File: src/rtl/branch_target_table.sv
// branch_target_table
//   Writable branch-target table between decode and the PC register. Each of
//   DEPTH entries holds an absolute target or a PC-relative offset, loaded at
//   runtime through the write port. A lookup issued at cycle N resolves at N+1.
//   After reset or flush a clear sweep invalidates one entry per cycle. While
//   the sweep runs, writes are dropped and lookups miss.
//
// Ports
//   Clk           clock, all state updates on posedge
//   Reset         synchronous active-high reset, wins over every other input
//   flush         restart the clear sweep at index 0
//   wr_en/wr_addr/wr_data/wr_rel   entry write (data is an offset when wr_rel=1)
//   branch/addr/pc                 lookup request, index and current PC
//   target        resolved target (registered), 0 unless target_valid
//   target_valid  previous-cycle lookup hit
//   miss          previous-cycle lookup found no valid entry
//   busy          clear sweep in progress
//
// state | meaning
// CLEAR | sweeping entries invalid, one per cycle; writes dropped, lookups miss
// READY | normal operation; writes accepted, lookups resolve
module branch_target_table #(
  parameter int D      = 10,
  parameter int A      = 8,
  parameter int DEPTH  = 16,
  parameter int REL_EN = 1
) (
  input  logic         Clk,
  input  logic         Reset,
  input  logic         flush,
  input  logic         wr_en,
  input  logic [A-1:0] wr_addr,
  input  logic [D-1:0] wr_data,
  input  logic         wr_rel,
  input  logic         branch,
  input  logic [A-1:0] addr,
  input  logic [D-1:0] pc,
  output logic [D-1:0] target,
  output logic         target_valid,
  output logic         miss,
  output logic         busy
);

  localparam int   IW       = (DEPTH > 1) ? $clog2(DEPTH) : 1;
  localparam logic REL_EN_B = (REL_EN != 0);

  typedef enum logic {CLEAR, READY} state_t;

  state_t          state;
  logic [IW-1:0]   sweep_idx;

  logic            ent_valid [DEPTH];
  logic            ent_rel   [DEPTH];
  logic [D-1:0]    ent_data  [DEPTH];

  logic            wr_inrange;
  logic            lk_inrange;
  logic            wr_ok;
  logic            fwd;
  logic            lk_valid;
  logic            lk_rel;
  logic [D-1:0]    lk_data;
  logic            lk_hit;
  logic [D-1:0]    rel_sum;
  logic [IW-1:0]   widx;
  logic [IW-1:0]   lidx;

  // The range check uses the full index width.
  // The array index uses only the low bits, which the range check already protects.
  always_comb begin
    wr_inrange = 32'(wr_addr) < DEPTH;
    lk_inrange = 32'(addr) < DEPTH;
    widx       = wr_addr[IW-1:0];
    lidx       = addr[IW-1:0];
    wr_ok      = (state == READY) && wr_en && wr_inrange;
    // A write to the same index in the same cycle is forwarded into the lookup.
    fwd        = wr_ok && (wr_addr == addr);
    lk_valid   = 1'b0;
    lk_rel     = 1'b0;
    lk_data    = '0;
    if (fwd) begin
      lk_valid = 1'b1;
      lk_rel   = wr_rel & REL_EN_B;
      lk_data  = wr_data;
    end else if (lk_inrange) begin
      lk_valid = ent_valid[lidx];
      lk_rel   = ent_rel[lidx];
      lk_data  = ent_data[lidx];
    end
    lk_hit  = (state == READY) && lk_inrange && lk_valid;
    rel_sum = pc + lk_data;  // carry discarded: silent wrap
  end

  always_ff @(posedge Clk) begin
    if (Reset) begin
      state        <= CLEAR;
      sweep_idx    <= '0;
      busy         <= 1'b1;
      target       <= '0;
      target_valid <= 1'b0;
      miss         <= 1'b0;
    end else begin
      target       <= '0;
      target_valid <= 1'b0;
      miss         <= 1'b0;
      // The lookup sees contents from before any flush in the same cycle.
      if (branch) begin
        if (lk_hit) begin
          target_valid <= 1'b1;
          target       <= lk_rel ? rel_sum : lk_data;
        end else begin
          miss <= 1'b1;
        end
      end

      if (wr_ok) begin
        ent_valid[widx] <= 1'b1;
        ent_rel[widx]   <= wr_rel & REL_EN_B;
        ent_data[widx]  <= wr_data;
      end

      case (state)
        CLEAR: begin
          ent_valid[sweep_idx] <= 1'b0;
          if (sweep_idx == IW'(DEPTH - 1)) begin
            state <= READY;
            busy  <= 1'b0;
          end else begin
            sweep_idx <= sweep_idx + 1'b1;
          end
        end
        default: ;
      endcase

      if (flush) begin
        state     <= CLEAR;
        sweep_idx <= '0;
        busy      <= 1'b1;
      end
    end
  end

endmodule

File: config.mk
export PLATFORM = sky130hd
export DESIGN_NAME = branch_target_table
export DESIGN_NICKNAME = d
export VERILOG_FILES = /design/src/rtl/branch_target_table.sv
export SDC_FILE = /design/constraint.sdc
export NUM_CORES = 1
export LEC_CHECK = 0
export BUFFER_PORTS_ARGS = -buffer_cell sky130_fd_sc_hd__buf_2
export CORE_MARGIN = 2
export CORE_UTILIZATION = 60
export CTS_BUF_LIST = sky130_fd_sc_hd__clkbuf_4
export DETAILED_ROUTE_END_ITERATION = 16
export HOLD_SLACK_MARGIN = 0.08
export PLACE_DENSITY = 0.78
export SKIP_CTS_REPAIR_TIMING = 1
export SLEW_MARGIN = 30
export SYNTH_ARGS = -nofsm -noshare
export SYNTH_HDL_FRONTEND = slang
export SYNTH_SLANG_ARGS = --single-unit
File: constraint.sdc
create_clock -name Clk -period 10.47 [get_ports Clk]
set_clock_uncertainty 0.1 [all_clocks]
set_input_delay 2.094 -clock Clk [delete_from_list [all_inputs] [get_ports Clk]]
set_output_delay 2.094 -clock Clk [all_outputs]
set_load 0.01 [all_outputs]
==> run metrics, run 1 <==
outcome completed; most used flip-flop cell after synthesis edfxtp_1; final-stage net count roughly 670; first-pass GRT wire length between 20000 and 30000 um; Multi-input gate area ~0.0027 mm^2; average wire per standard cell 22.2 um; Worst Tran Pin Value between 0.9 and 1 ns; crit share post-route between 50 and 60%; clock insertion delay at the later pin of the skew report 0.63 ns; Die W ~130 um; drt drc 0; worst min-delay path startpoint busy; Top Ports 55; synth top area cells edfxtp_1 64%, mux4_2 13%, dfxtp_1 4.0%, nor2_1 2.3%, mux2i_1 1.5%; RePlAce Congestion between 0.8 and 0.9; fraction of layout cells with a size suffix above 1 between 30% and 40%; total power density per cell area around 160 mW/mm^2; mean area per synthesized cell 17.3 um^2; Worst Setup Path Type in -> reg; die extent in y approximately 130 um; GR Overflow Total 0; cell type with the largest total area after synthesis edfxtp_1; initial antenna violation count 0; TritonCTS clock tree built; number of buffer and inverter stages on the critical path 2; vias in the first global route roughly 5300; unique cell type count in the Yosys netlist 56; vias after detailed routing around 5100; post-DR vias/cell roughly 6; final-report max-slew violation count 0; global-route usage over all layers 24.1%; buffers from clock root to sink, at most 3; area share of the largest cell type after synthesis between 60% and 70%; kind of start point of the critical path primary input; initial core utilization about three fifths; core outline area between 0.01 and 0.015 mm^2; critical path cell sequence buf_2 -> buf_4 -> mux4_2 -> mux4_2 -> nand2_1 -> mux2i_1 -> ha_1 -> fa_1 -> a21oi_1 -> o21ai_1 -> a2111oi_0 -> o31a_1 -> o21ai_0 -> a21oi_1; count of filler cells inserted in the layout about 950; number of sinks on the clock net 210; Worst Hold Class reg -> reg; total of max-cap violations 0; leading cell type by number of instances after synthesis edfxtp_1; flip-flop and latch area approximately 0.0061 mm^2; netlist area before placement about 0.0090 mm^2; Max Fclk roughly 180 MHz; Antenna Diode Count 0; aggregate routed wire length approximately 19000 um; initial detailed-routing violation count about 370; final worst path period need 5.67 ns; htree depth 2; number of flip-flops and latches in the synthesized netlist 210; Gate Count Post-Synth roughly 520; sequential cell area fraction in the yosys report between 60% and 70%; final-report setup violation count 0; critical path's slowest cell buf_4; relative max-transition margin 39.0%; EDFF count, synth 192; cell chosen for the clock root clkbuf_4; row cnt between 40 and 50; static power due to leakage between 3 and 4 nW; HPWL Detailed about 12000 um; top cells by count, synth 192 x edfxtp_1, 56 x nor2_1, 52 x mux4_2, 24 x nand2_1, 18 x dfxtp_1; CP delay by family, top compound AO/OA/AOI/OAI gates; detailed-routing iteration count for the pre-antenna-repair pass 5; source of the worst register-to-register timing path ent_data[14][0]; maximum fanout count along the critical path 44; Async S/R FF share, synth 0%; largest net degree at the start of global routing 45; WP data arrival 6.15 ns; peak ir drop on the vdd network around 0.000084 V; capturing element type of the critical path flip-flop; die area about 0.016 mm^2; number of endpoints with negative hold slack in the final report 0; IO buf count 54; TritonCTS buffer count between 50 and 60; highest cell delay on the worst timing path ~0.67 ns; area delta synth->final 12.3%; Yosys warning total 0; Required @ worst endpoint 10.94 ns; share of the core filled with cells around 69%; CTS clk-pin slew, worst paths 0.07 ns; launching element of the worst setup path addr[0]; setup repair after global routing missed its margin false; number of nets in the synthesized netlist 571; total negative slack for setup checks 0 ns; post-route antenna net violation count 0
==> sequential cells by signal, indices dropped and copies added, names as in the netlist <==
signal	cells
target_valid	1
ent_valid	16
sweep_idx	4
ent_rel	16
target	10
ent_data	160
miss	1
state	1
busy	1
==> tightest hold or removal path, stage by stage (launching register included) <==
cell and delay [ns]:
dfxtp_1 0.31, o21ai_0 0.09, nand2b_1 0.07
==> path summary, 6_finish.rpt <==
path | cells after the start | slack (ns) | end
setup / recovery | 14 | 4.80 | target[8]
hold / removal | 2 | 0.41 | busy
setup reg to reg | 12 | 6.81 | target[8]
hold reg to reg | 2 | 0.41 | busy
==> placed cells by master (no fill, tap or decap), types with 2 or more instances in the layout <==
master	n
nor3_4	4
nor2_1	54
buf_4	11
o31a_1	2
nor3_1	3
a31oi_1	11
dfxtp_1	18
xor2_1	9
nand2_1	24
nand2b_1	4
inv_1	12
o211ai_1	3
clkinv_2	3
a21oi_1	11
a2111oi_0	2
ha_1	10
buf_2	54
nor4_1	4
mux4_2	52
o22ai_1	2
nor2b_1	3
nand3b_1	2
mux2_2	6
nor2_2	3
o21ai_0	5
xnor2_1	8
nand3_1	7
mux2i_1	13
inv_2	2
edfxtp_1	192
o21ai_1	2
and3_1	3
a22oi_1	6
clkinv_1	13
clkbuf_4	68
==> cells by family after synthesis <==
logic type      share of synthesized area (%)
flops                                    68.4
simple gates                             6.69
mux                                      15.7
compound gates                           3.76
buf+inv                                  2.19
xor+xnor                                 1.66
fa+ha+maj                                1.62
==> per-stage QoR <==
stage / hold slack [ns] / worst slack [ns] / cell area (um^2) / instances / power (mW)
2_1_floorplan: 0.388 / 5.13 / 8960 / 518 / 0.995
3_3_place_gp: 0.369 / 4.19 / 9410 / 746 / 1.02
3_5_place_dp: 0.403 / 4.15 / 9440 / 746 / 1.03
4_1_cts: 0.420 / 4.80 / 10100 / 833 / 1.66
5_1_grt: 0.453 / 4.47 / 10100 / 833 / 1.71
6_report: 0.408 / 4.80 / 10100 / 833 / 1.65
==> metal layers <==
layer	up-vias	part of all wire (%)	GRT usage, %
met1	2555	39	31.1
met5	-	0	0
li1	2281	-	-
met3	38	6.0	5.06
met4	0	2.2	8.79
met2	182	53	41.1
==> cell type report <==
| cell class | instances | share of cell area (%) |
|---|---|---|
| multi-input combinational | 274 | 26.7 |
| inverter | 13 | 0.485 |
| sequential | 210 | 60.9 |
| timing repair buffer | 65 | 3.51 |
| clock buffer | 68 | 5.07 |
| clock inverter | 19 | 1.06 |
| tap | 184 | 2.29 |
==> power by group <==
part	internal [mW]	switching [mW]	leakage, nW	total [mW]
registers	0.915	0.000925	1.87	0.916
clock network	0.327	0.311	0.367	0.638
logic	0.0383	0.0535	1.24	0.0918
Power figures use the tool's default switching activity.
==> run 2, diff against run 1 <==
CORE_UTILIZATION = 57   (was 60)
PLACE_DENSITY = 0.77   (was 0.78)
clock period = 4.69 ns   (was 10.47 ns; I/O delays follow)
==> run 2 against run 1 <==
  * Die area rose by 5.1%
  * Combinational power rose by 130%
  * Critical path depth fell by 1
  * Flip-flop and latch count did not move
  * Sequential power rose by 120%
  * Final area rose by 1.5%
  * Non-clock buffer count rose by 13
  * Sequential share of layout area fell by 0.90 points
  * Core utilization fell by 2.3 points
  * Worst setup slack got worse by 4.0 ns
  * Via count rose by 2.5%
==> run metrics, run 2 (same netlist as run 1, synthesis figures left out) <==
TritonCTS buffer count 52 (+2.0%); vias after detailed routing 5180 (+2.5%); setup repair after global routing missed its margin false; count of filler cells inserted in the layout 1033 (+8.5%); initial antenna violation count 3 (+3); clock insertion delay at the later pin of the skew report 0.65 ns (+0.02 ns); detailed-routing iteration count for the pre-antenna-repair pass 7 (+2); Reg with most FFs ent_data; cell chosen for the clock root clkbuf_4; average wire per standard cell 21.9 um (-1.5%); first-pass GRT wire length 28800 um (+0.26%); number of sinks on the clock net 210 (unchanged); final-report setup violation count 0 (unchanged); commonest cells after routing, fill and taps aside 192 x edfxtp_1, 78 x clkbuf_4, 54 x nor2_1, 54 x buf_2, 52 x mux4_2; Worst Setup Path Type in -> reg; maximum fanout count along the critical path 19 (-57%); post-DR vias/cell 5.93 (-2.4%); Largest regs ent_data (160), ent_rel (16), ent_valid (16); largest net degree at the start of global routing 34 (-24%); drt drc 0 (unchanged); Top Ports 55 (unchanged); CTS clk-pin slew, worst paths 0.06 ns (about the same); die extent in y 129 um (+2.5%); outcome completed; kind of start point of the critical path primary input; WP data arrival 4.41 ns (-1.74 ns); Largest register FFs 160 (unchanged); share of the core filled with cells 66.9% (-2.3 points); area delta synth->final 14.0%; GR Overflow Total 0 (unchanged); Worst Tran Pin Value 0.936 ns (+0.0206 ns); most common cell after layout, fill and taps aside edfxtp_1; relative max-transition margin 37.6% (-1.4 points); total power density per cell area 366 mW/mm^2 (+120%); buffers from clock root to sink, at most 3 (unchanged); Die W 129 um (+2.5%); initial detailed-routing violation count 505 (+38%); Worst Hold Class reg -> reg; static power due to leakage 3.55 nW (+2.2%); initial core utilization 58.7% (-2.9 points); number of endpoints with negative hold slack in the final report 0 (unchanged); row cnt 45 (+2.3%); Max Fclk ~250 MHz; total negative slack for setup checks 0 ns (unchanged); total of max-cap violations 0 (unchanged); IO buf count 54 (unchanged); fraction of layout cells with a size suffix above 1 35.0% (+2.1 points); vias in the first global route 5352 (+1.1%); htree depth 2 (unchanged); TritonCTS clock tree built; core outline area 0.0153 mm^2 (+5.0%); post-route antenna net violation count 0 (unchanged); crit share post-route between 80 and 90%; final worst path period need a little under 4 ns; Required @ worst endpoint 5.17 ns (-5.77 ns); aggregate routed wire length 19100 um (+3.4%); final-report max-slew violation count 0 (unchanged); peak ir drop on the vdd network 0.000226 V (+170%); RePlAce Congestion 0.861 (-1.7%); die area 0.0167 mm^2 (+5.1%); capturing element type of the critical path flip-flop; HPWL Detailed 12300 um (+4.5%); final-stage net count 682 (+2.1%); global-route usage over all layers 23.7% (-0.46 points)
-- run 2: cell types whose count changed in the layout (fill, tap and decap cells not counted), sizes merged --
cell	delta
diode	+1
clkinv	-9
buf	+13
inv	-1
clkbuf	+10
-- run 2: through the flow --
stage | cells | setup slack, ns | power, mW | area (um^2) | hold WS, ns
finish | 874 | 0.754 | 3.73 | 10200 | 0.375
global route | 874 | 0.561 | 3.88 | 10200 | 0.412
CTS | 873 | 0.804 | 3.77 | 10200 | 0.379
detailed placement | 786 | 0.161 | 2.30 | 9560 | 0.364
global placement | 786 | 0.248 | 2.29 | 9560 | 0.361
floorplan | 518 | 0.505 | 2.22 | 8960 | 0.388
-- run 2: report_power, final --
group | switching [mW] | total, mW | leakage [nW] | internal (mW)
combinational | 0.121 | 0.212 | 1.30 | 0.0905
sequential | 0.00215 | 2.04 | 1.87 | 2.04
clock | 0.675 | 1.48 | 0.386 | 0.803
total | 0.799 | 3.73 | 3.55 | 2.94
-- run 2: final cells by class --
cell class	count	area (um^2)	share of cell area, %
sequential	210	6130	60.0
multi-input combinational	274	2660	26.1
clock buffer	78	586	5.74
timing repair buffer	78	463	4.53
tap	211	264	2.59
clock inverter	9	60.1	0.588
inverter	13	48.8	0.478
antenna	1	2.50	0.0245
-- run 2: metal layers --
layer	wire length, um	GRT usage [%]	share of wire (%)	up-vias
li1	-	-	-	2318
met2	9890	39.8	52	229
met5	28	0	0.15	-
met3	1540	6.40	8.1	43
met4	498	10.6	2.6	4
met1	7170	29.1	37	2586
-- run 2: final timing paths --
check / start / to / slack (ns) / cells past startpoint
worst min-delay path: busy / busy / 0.38 / 2
worst max-delay path: addr[1] / target[8] / 0.75 / 13
worst max register to register: ent_data[7][0] / target[8] / 1.04 / 12
worst min register to register: busy / busy / 0.38 / 2
-- run 2: critical path, cell delays in order --
cell and delay, ns:
buf_2 0.42, mux4_2 0.39, mux4_2 0.47, nand2_1 0.08
mux2i_1 0.09, ha_1 0.24, fa_1 0.41, a21oi_1 0.21
o21ai_1 0.12, a2111oi_0 0.56, o31a_1 0.23, o21ai_0 0.10
a21oi_1 0.15
